[src/rtl/gate_sched_pkg.sv]
// Shared opcode and FSM-state definitions for the gate_op_sched scheduler.
package gate_sched_pkg;

    localparam int OP_W = 3;

    localparam logic [OP_W-1:0] OP_AND     = 3'd0;
    localparam logic [OP_W-1:0] OP_NAND    = 3'd1;
    localparam logic [OP_W-1:0] OP_OR      = 3'd2;
    localparam logic [OP_W-1:0] OP_NOR     = 3'd3;
    localparam logic [OP_W-1:0] OP_NOT     = 3'd4;
    localparam logic [OP_W-1:0] OP_XOR     = 3'd5;
    localparam logic [OP_W-1:0] OP_XNOR    = 3'd6;
    localparam logic [OP_W-1:0] OP_ILLEGAL = 3'd7;

    typedef enum logic [1:0] {
        ST_IDLE = 2'd0,
        ST_EXEC = 2'd1,
        ST_RESP = 2'd2
    } state_t;

endpackage

[src/rtl/gate_op_sched_alu.sv]
// gate_alu: purely combinational W-bit bitwise gate unit; opcode 7 flags err.
module gate_alu
    import gate_sched_pkg::*;
#(
    parameter int W = 8
) (
    input  logic [OP_W-1:0] op,
    input  logic [W-1:0]    a,
    input  logic [W-1:0]    b,
    output logic [W-1:0]    y,
    output logic            err
);

    always_comb begin
        y   = '0;
        err = 1'b0;
        case (op)
            OP_AND:  y = a & b;
            OP_NAND: y = ~(a & b);
            OP_OR:   y = a | b;
            OP_NOR:  y = ~(a | b);
            OP_NOT:  y = ~a;
            OP_XOR:  y = a ^ b;
            OP_XNOR: y = ~(a ^ b);
            default: begin
                y   = '0;
                err = 1'b1;
            end
        endcase
    end

endmodule

[src/rtl/gate_op_sched.sv]
// Round-robin scheduler sharing one gate_alu between two requesters.
// Optional grant counters are built when GATE_SCHED_STATS_EN is defined.
module gate_op_sched
    import gate_sched_pkg::*;
#(
    parameter int W = 8
`ifdef GATE_SCHED_STATS_EN
    ,
    parameter int CNT_W = 16
`endif
) (
    input  logic            clk,
    input  logic            rst,
    input  logic            req0_valid,
    output logic            req0_ready,
    input  logic [OP_W-1:0] req0_op,
    input  logic [W-1:0]    req0_a,
    input  logic [W-1:0]    req0_b,
    input  logic            req1_valid,
    output logic            req1_ready,
    input  logic [OP_W-1:0] req1_op,
    input  logic [W-1:0]    req1_a,
    input  logic [W-1:0]    req1_b,
    output logic            rsp_valid,
    input  logic            rsp_ready,
    output logic            rsp_id,
    output logic [W-1:0]    rsp_data,
    output logic            rsp_err,
`ifdef GATE_SCHED_STATS_EN
    output logic [CNT_W-1:0] gnt_cnt0,
    output logic [CNT_W-1:0] gnt_cnt1,
`endif
    output logic            busy
);

    state_t          state_q, state_d;
    logic            prio_q;   // 0 favours req0 on contention
    logic            gnt_id;
    logic            accept;
    logic [OP_W-1:0] op_p0;
    logic [W-1:0]    a_p0, b_p0;
    logic            id_p0;
    logic [W-1:0]    alu_y;
    logic            alu_err;

    always_comb begin
        state_d    = state_q;
        gnt_id     = 1'b0;
        accept     = 1'b0;
        req0_ready = 1'b0;
        req1_ready = 1'b0;
        case (state_q)
            ST_IDLE: begin
                gnt_id     = (req0_valid && req1_valid) ? prio_q : req1_valid;
                accept     = req0_valid || req1_valid;
                req0_ready = req0_valid && !gnt_id;
                req1_ready = req1_valid && gnt_id;
                if (accept) state_d = ST_EXEC;
            end
            ST_EXEC: state_d = ST_RESP;
            ST_RESP: if (rsp_ready) state_d = ST_IDLE;
            default: state_d = ST_IDLE;
        endcase
    end

    // Stage p0: operands captured at the handshake edge only
    always_ff @(posedge clk) begin
        if (accept) begin
            op_p0 <= gnt_id ? req1_op : req0_op;
            a_p0  <= gnt_id ? req1_a  : req0_a;
            b_p0  <= gnt_id ? req1_b  : req0_b;
            id_p0 <= gnt_id;
        end
    end

    gate_alu #(.W(W)) u_alu (
        .op  (op_p0),
        .a   (a_p0),
        .b   (b_p0),
        .y   (alu_y),
        .err (alu_err)
    );

    // Response stage: result registered in EXEC, held until consumed
    always_ff @(posedge clk or posedge rst) begin
        if (rst) begin
            state_q   <= ST_IDLE;
            prio_q    <= 1'b0;
            rsp_valid <= 1'b0;
            rsp_data  <= '0;
            rsp_id    <= 1'b0;
            rsp_err   <= 1'b0;
        end else begin
            state_q <= state_d;
            if (state_q == ST_EXEC) begin
                rsp_valid <= 1'b1;
                rsp_data  <= alu_y;
                rsp_err   <= alu_err;
                rsp_id    <= id_p0;
            end else if (state_q == ST_RESP && rsp_ready) begin
                rsp_valid <= 1'b0;
                prio_q    <= ~rsp_id;
            end
        end
    end

    assign busy = (state_q != ST_IDLE);

`ifdef GATE_SCHED_STATS_EN
    function automatic logic [CNT_W-1:0] sat_inc(input logic [CNT_W-1:0] c);
        return (c == {CNT_W{1'b1}}) ? c : c + CNT_W'(1);
    endfunction

    always_ff @(posedge clk or posedge rst) begin
        if (rst) begin
            gnt_cnt0 <= '0;
            gnt_cnt1 <= '0;
        end else if (accept) begin
            if (gnt_id) gnt_cnt1 <= sat_inc(gnt_cnt1);
            else        gnt_cnt0 <= sat_inc(gnt_cnt0);
        end
    end
`endif

endmodule

[config.mk]
export PLATFORM = sky130hd
export DESIGN_NAME = gate_op_sched
export DESIGN_NICKNAME = d
export VERILOG_FILES = /design/src/rtl/gate_sched_pkg.sv /design/src/rtl/gate_op_sched_alu.sv /design/src/rtl/gate_op_sched.sv
export SDC_FILE = /design/constraint.sdc
export NUM_CORES = 1
export LEC_CHECK = 0
export CELL_PAD_IN_SITES_DETAIL_PLACEMENT = 1
export CELL_PAD_IN_SITES_GLOBAL_PLACEMENT = 1
export CORE_MARGIN = 3
export CORE_UTILIZATION = 34
export CTS_CLUSTER_SIZE = 8
export DETAILED_ROUTE_END_ITERATION = 10
export PLACE_DENSITY_LB_ADDON = 0.1
export REMOVE_ABC_BUFFERS = 1
export SYNTH_ARGS = -nofsm -noshare
export SYNTH_HDL_FRONTEND = slang
export SYNTH_SLANG_ARGS = --single-unit
[constraint.sdc]
create_clock -name clk -period 1.9 [get_ports clk]
set_input_delay 0.38 -clock clk [delete_from_list [all_inputs] [get_ports clk]]
set_output_delay 0.38 -clock clk [all_outputs]
set_load 0.01 [all_outputs]
Yosys cells after proc, flatten, opt, wreduce, memory -nomap -nowiden

Cells that the tools add are included.

Input bits: 43
Bits in writable memories: 0
Flip-flop bits (word level): 34
Bits in read-only memories: 0
Word-level logic and storage cells: 57
Bits in latches: 0
Memories: 0
Output and inout port bits: 14

Shift-type cells: 0
Reduce and logical (&&, ||, !) cells: 13
Bitwise gates (word level): 9
$mul: 0
Equal/unequal tests: 10
Mux-type cells: 15
Order comparisons: 0
Divide/modulo/power cells: 0
Add/subtract/negate cells: 0

Operator list:

| cell                                                            | number |
|---|---|
| 8-bit case mux with 7 select lines                              | 1 |
| 8-bit inverter                                                  | 4 |
| 8-bit two-way mux                                               | 2 |
| 3-bit == test, second input constant                            | 3 |
| 8-bit AND                                                       | 1 |
| 1-bit two-way mux                                               | 8 |
| 8-bit bitwise OR                                                | 1 |
| 8-bit XOR                                                       | 1 |
| 7-bit OR reduction                                              | 1 |
| 3-bit by 2-bit == test with 1-bit output, second input constant | 2 |
| 2-bit case mux with 3 select lines                              | 1 |
| 1-bit logical AND                                               | 4 |
| 2-bit two-way mux                                               | 2 |
| 2-bit inequality test, second input constant                    | 2 |
| 2-bit AND reduction                                             | 2 |
| 2-bit nonzero test                                              | 2 |
| 3-bit by 1-bit == test with 1-bit output, second input constant | 1 |
| 3-bit logical NOT                                               | 1 |
| 3-bit two-way mux                                               | 1 |
| 2-bit by 1-bit == test with 1-bit output, second input constant | 1 |
| 2-bit == test, second input constant                            | 1 |
| 2-bit logical NOT                                               | 1 |
| 1-bit inverter                                                  | 2 |
| 1-bit logical NOT                                               | 1 |
| 1-bit logical OR                                                | 1 |

Depth between registers and ports, before layout

Depth in word-level cells: 5
Gate-level depth with buffers: 6
Mapped depth without buffers: 6

By module

Synthesis repeated with hierarchy kept, for this count alone.

Cell total of the unflattened synthesis: 202
Area, all modules: 2250.9 um2

Modules (own cells, without submodules):

| module        | area each (um2) | cells each | instances |
|---|---|---|---|
| gate_op_sched | 1425.1          | 88         | 1 |
| gate_alu      | 825.8           | 114        | 1 |

Least setup slack after synthesis

OpenSTA, ideal clock, no wires.

Path type: reg2reg
Start point: register state_q[1]
End point: register a_p0[0], enable pin
Data arrival time: 1.554 ns
Cell stages (with the launch flop): 4
Buffers on the path: 0
Path slack: -0.051 ns
Path through: dfrtp_1 > nor2_1 > inv_1 > nor2_1

Cells in the longest elaborated chain, start to end: 2

Ends and longest elaborated chain:

| item                   | RTL line            | RTL |
|---|---|---|
| start, declared        | gate_op_sched.sv:36 | `state_t state_q, state_d;` |
| start signal, assigned | gate_op_sched.sv:94 | `state_q <= state_d;` |
| 2-bit logical NOT      | gate_op_sched.sv:52 | `case (state_q)` |
| 1-bit two-way mux      | gate_op_sched.sv:52 |  |
| via accept             | gate_op_sched.sv:39 | `logic accept;` |
| end signal, assigned   | gate_op_sched.sv:70 | `a_p0 <= gnt_id ? req1_a : req0_a;` |
| end, declared          | gate_op_sched.sv:41 | `logic [W-1:0] a_p0, b_p0;` |

The timed path passes the listed nets, and every way through them passes these cells.
A chain may end at the register's enable or synchronous reset.

Final worst setup path

Start point: register state_q[0]
End point: output port busy

Cells in the longest elaborated chain, start to end: 1

Ends and longest elaborated chain:

| item               | RTL line             | RTL |
|---|---|---|
| 2-bit nonzero test | gate_op_sched.sv:107 | `assign busy = (state_q != ST_IDLE);` |
| end, declared      | gate_op_sched.sv:33  | `output logic busy` |

No other way between the ends.

==> key figures <==
CTS
  – CTS tree: built
  – CTS clk-pin slew, worst paths: around 0.070 ns
  – Clock Latency Late Sink: about 0.28 ns
  – H-tree levels: 2
  – CTS Buf Count: 5
  – Sinks on Clock Net: 34
  – # hold bufs at CTS: 0
  – Worst-case clock buffer depth: 2
  – Post-CTS Setup Repair Bufs: 0
  – CTS root buf: clkbuf_8

STA
  – Max_slew headroom: 0.5876
  – Final sum of negative setup slack: 0 ns
  – Max Freq: 557.2 MHz
  – Slew Limit Fails: 0
  – Final Critical Period: 1.795 ns
  – Fin. Hold Viols: 0
  – Setup violations, final: 0
  – Worst-Margin Slew: 0.6180 ns
  – RSZ-0062 raised after global routing: no
  – Post-Route Skew: 0.008711 ns
  – Final period util: 0.9446

Critical path
  – FF-to-FF Start: prio_q
  – CP max stage delay: 0.49 ns
  – Worst EP required: between 1.5 and 2 ns
  – Critical Path End: busy
  – R2r setup slk: 0.31 ns
  – CP cell instances: nor2_4, inv_1, clkdlybuf4s50_1
  – WP buf/inv: 2
  – Worst setup EP type: output port
  – Critical path class: reg2out
  – Crit. Startpoint: state_q[0]
  – Crit start category: flop
  – Crit path DAT: roughly 1.4 ns
  – Worst-path fanout max: 3
  – Stages on worst setup path: 3
  – Slowest CP cell: clkdlybuf4s50_1
  – CP delay by family, top: buffers and inverters
  – FF-to-FF path depth: 4
  – Worst flop-to-flop path endpoint: a_p0[7]

Synth
  – Syn_area_per_cell: ~11 um^2
  – Number of synthesized flops with an enable pin: 20
  – Post-synthesis sequential area ratio: 0.4304
  – Main synth FF type: edfxtp_1
  – Synth async-reset ratio: 0.4118
  – Post-synthesis register bit count: 34
  – Unique cell type count in the Yosys netlist: 39
  – Mapped Cells: 210
  – Synthesis warning total: 0
  – Post-synthesis cell area: 2210 um^2

Hold path
  – Hold Crit Class: reg2reg

Die
  – Die H: 86.62 um
  – I/O pins: 57
  – Die ar.: 7502 um^2
  – Row cnt: 28
  – Core ar.: approximately 6000 um^2
  – Initial core utilization: 0.3625
  – Die width: 86.62 um

Global route
  – Congestion Overflow GR: 0
  – Total track usage: 0.1448
  – First-pass GRT wire length: between 8 and 9 mm
  – Vias in the first global route: ~1,800
  – Pin count of the biggest net entering global routing: 35
  – Initial antenna violation count: 0

Routing
  – Initial DRC Count: 45
  – Number of vias per cell: around 5
  – Final wirelength: between 5 and 6 mm
  – Avg WL per Cell: roughly 14 um
  – Detailed-route via count: approximately 1,800
  – Final ANT Viol Nets: 0
  – First-pass iteration count of the detailed router: 6
  – Residual DRC count: 0

Layout
  – Share of layout cells above drive strength 1: 0.1685
  – Antenna diodes: 0
  – Layout filler cell count: around 700
  – Commonest non-fill, non-tap cells in the layout: 54 x clkdlybuf4s50_1, 23 x inv_1, 20 x mux2_2, 20 x edfxtp_1, 16 x ha_1
  – Nets: 331
  – FF/Latch Area: 950.9 um^2
  – Fin area: 2998 um^2
  – Multi-input combinational cell area: 1105 um^2
  – Area Overhead vs Synth: 35.67%
  – Most common cell after layout, fill and taps aside: clkdlybuf4s50_1

Run status
  – Status: completed

Power
  – P_leak: roughly 1.3 nW
  – Power Density: about 1300 nW/um^2
  – Power Total: 3.997 mW
  – Worst VDD drop: between 700 and 800 uV

Place
  – Buffers on Ports: 56
  – DP Wirelength: 3.730 mm
  – Routability Congestion: 0.7369
  – Post-DP Area: 2908 um^2

Job
  – Maxcap violations: 0
## where the power goes
group          switching [mW]  internal, mW
logic                    1.03          1.08
clock network           0.260         0.261
registers               0.219          1.15
## layout make-up
type	count	share of cell area
Timing Repair Buffer	67	0.2262
Multi-Input combinational cell	140	0.3685
Tap cell	75	0.03130
Clock buffer	8	0.02671
Sequential cell	34	0.3172
Inverter	24	0.03005
## registers in the layout, indices dropped and copies added (netlist names), 2 cells and up
name and count:
b_p0 8, state_q 2, rsp_data 8, op_p0 3, a_p0 8
## tightest hold or removal path, stage by stage (launching register included)
cell and delay [ns]:
edfxtp_1 0.33, nand2_1 0.05, nand2_1 0.05
## logic make-up after synthesis
family | after synthesis | synth area share
AO/OA/AOI/OAI | 41 | 0.1387
XOR/XNOR | 1 | 0.003964
adder cells (fa/ha/maj) | 16 | 0.09060
buffers and inverters | 36 | 0.07644
flip-flops | 34 | 0.4304
multiplexers | 26 | 0.1291
AND/OR/NAND/NOR | 56 | 0.1308
## worst min-delay path by stage
| stage | start | endpoint | slack, ns | depth (start not counted) |
|---|---|---|---|---|
| after detailed placement | id_p0 | rsp_id | 0.45 | 2 |
| after CTS | id_p0 | rsp_id | 0.47 | 2 |
| final | id_p0 | rsp_id | 0.46 | 2 |
| after global routing | id_p0 | rsp_id | 0.50 | 2 |
| after floorplan | rst | prio_q | 0.27 | 1 |
| after global placement | id_p0 | rsp_id | 0.44 | 2 |
## synth_stat cells, types with 2 or more instances
cell | n | area share
nand2b_1 | 5 | 0.014
nor2b_1 | 3 | 0.0085
edfxtp_1 | 20 | 0.27
a31o_2 | 3 | 0.012
inv_1 | 23 | 0.039
buf_2 | 6 | 0.014
a2111oi_2 | 2 | 0.014
buf_6 | 3 | 0.015
nand2_1 | 15 | 0.025
nand3_1 | 11 | 0.025
o21ai_0 | 5 | 0.011
nor2_1 | 10 | 0.017
mux2i_1 | 6 | 0.027
a21oi_1 | 4 | 0.0091
clkbuf_1 | 2 | 0.0034
nor3b_1 | 3 | 0.010
dfrtp_1 | 14 | 0.16
a211oi_1 | 7 | 0.024
nand3b_1 | 2 | 0.0068
mux2_2 | 20 | 0.10
a31oi_1 | 3 | 0.0085
o21ai_1 | 3 | 0.0068
ha_1 | 16 | 0.091
o31ai_1 | 4 | 0.014
o22a_1 | 6 | 0.024
## what timing repair did
action / in CTS / in global routing
hold endpoints to repair: 0 / 0
gates resized for setup: 4 / 1
endpoints found under the setup margin: 2 / 1
## through the flow
stage,hold WS (ns),cells,utilization,setup slack [ns]
global placement,0.4379,340,0.4770,-0.1609
global route,0.4983,348,0.4918,0.02220
floorplan,0.2692,198,-,-0.05071
CTS,0.4706,348,0.4910,0.05288
finish,0.4566,348,0.4918,0.1052
detailed placement,0.4529,340,0.4770,-0.1703
## layer usage
metal | track usage | wire length (um) | part of all wire | vias to the layer above
met2 | 0.2392 | 2421 | 0.48 | 36
met4 | 0.04674 | 58 | 0.012 | 0
met3 | 0.03042 | 203 | 0.040 | 4
met1 | 0.1888 | 2353 | 0.47 | 856
met5 | 0 | 0 | 0 | -
li1 | - | - | - | 879
Power figures use the tool's default switching activity.
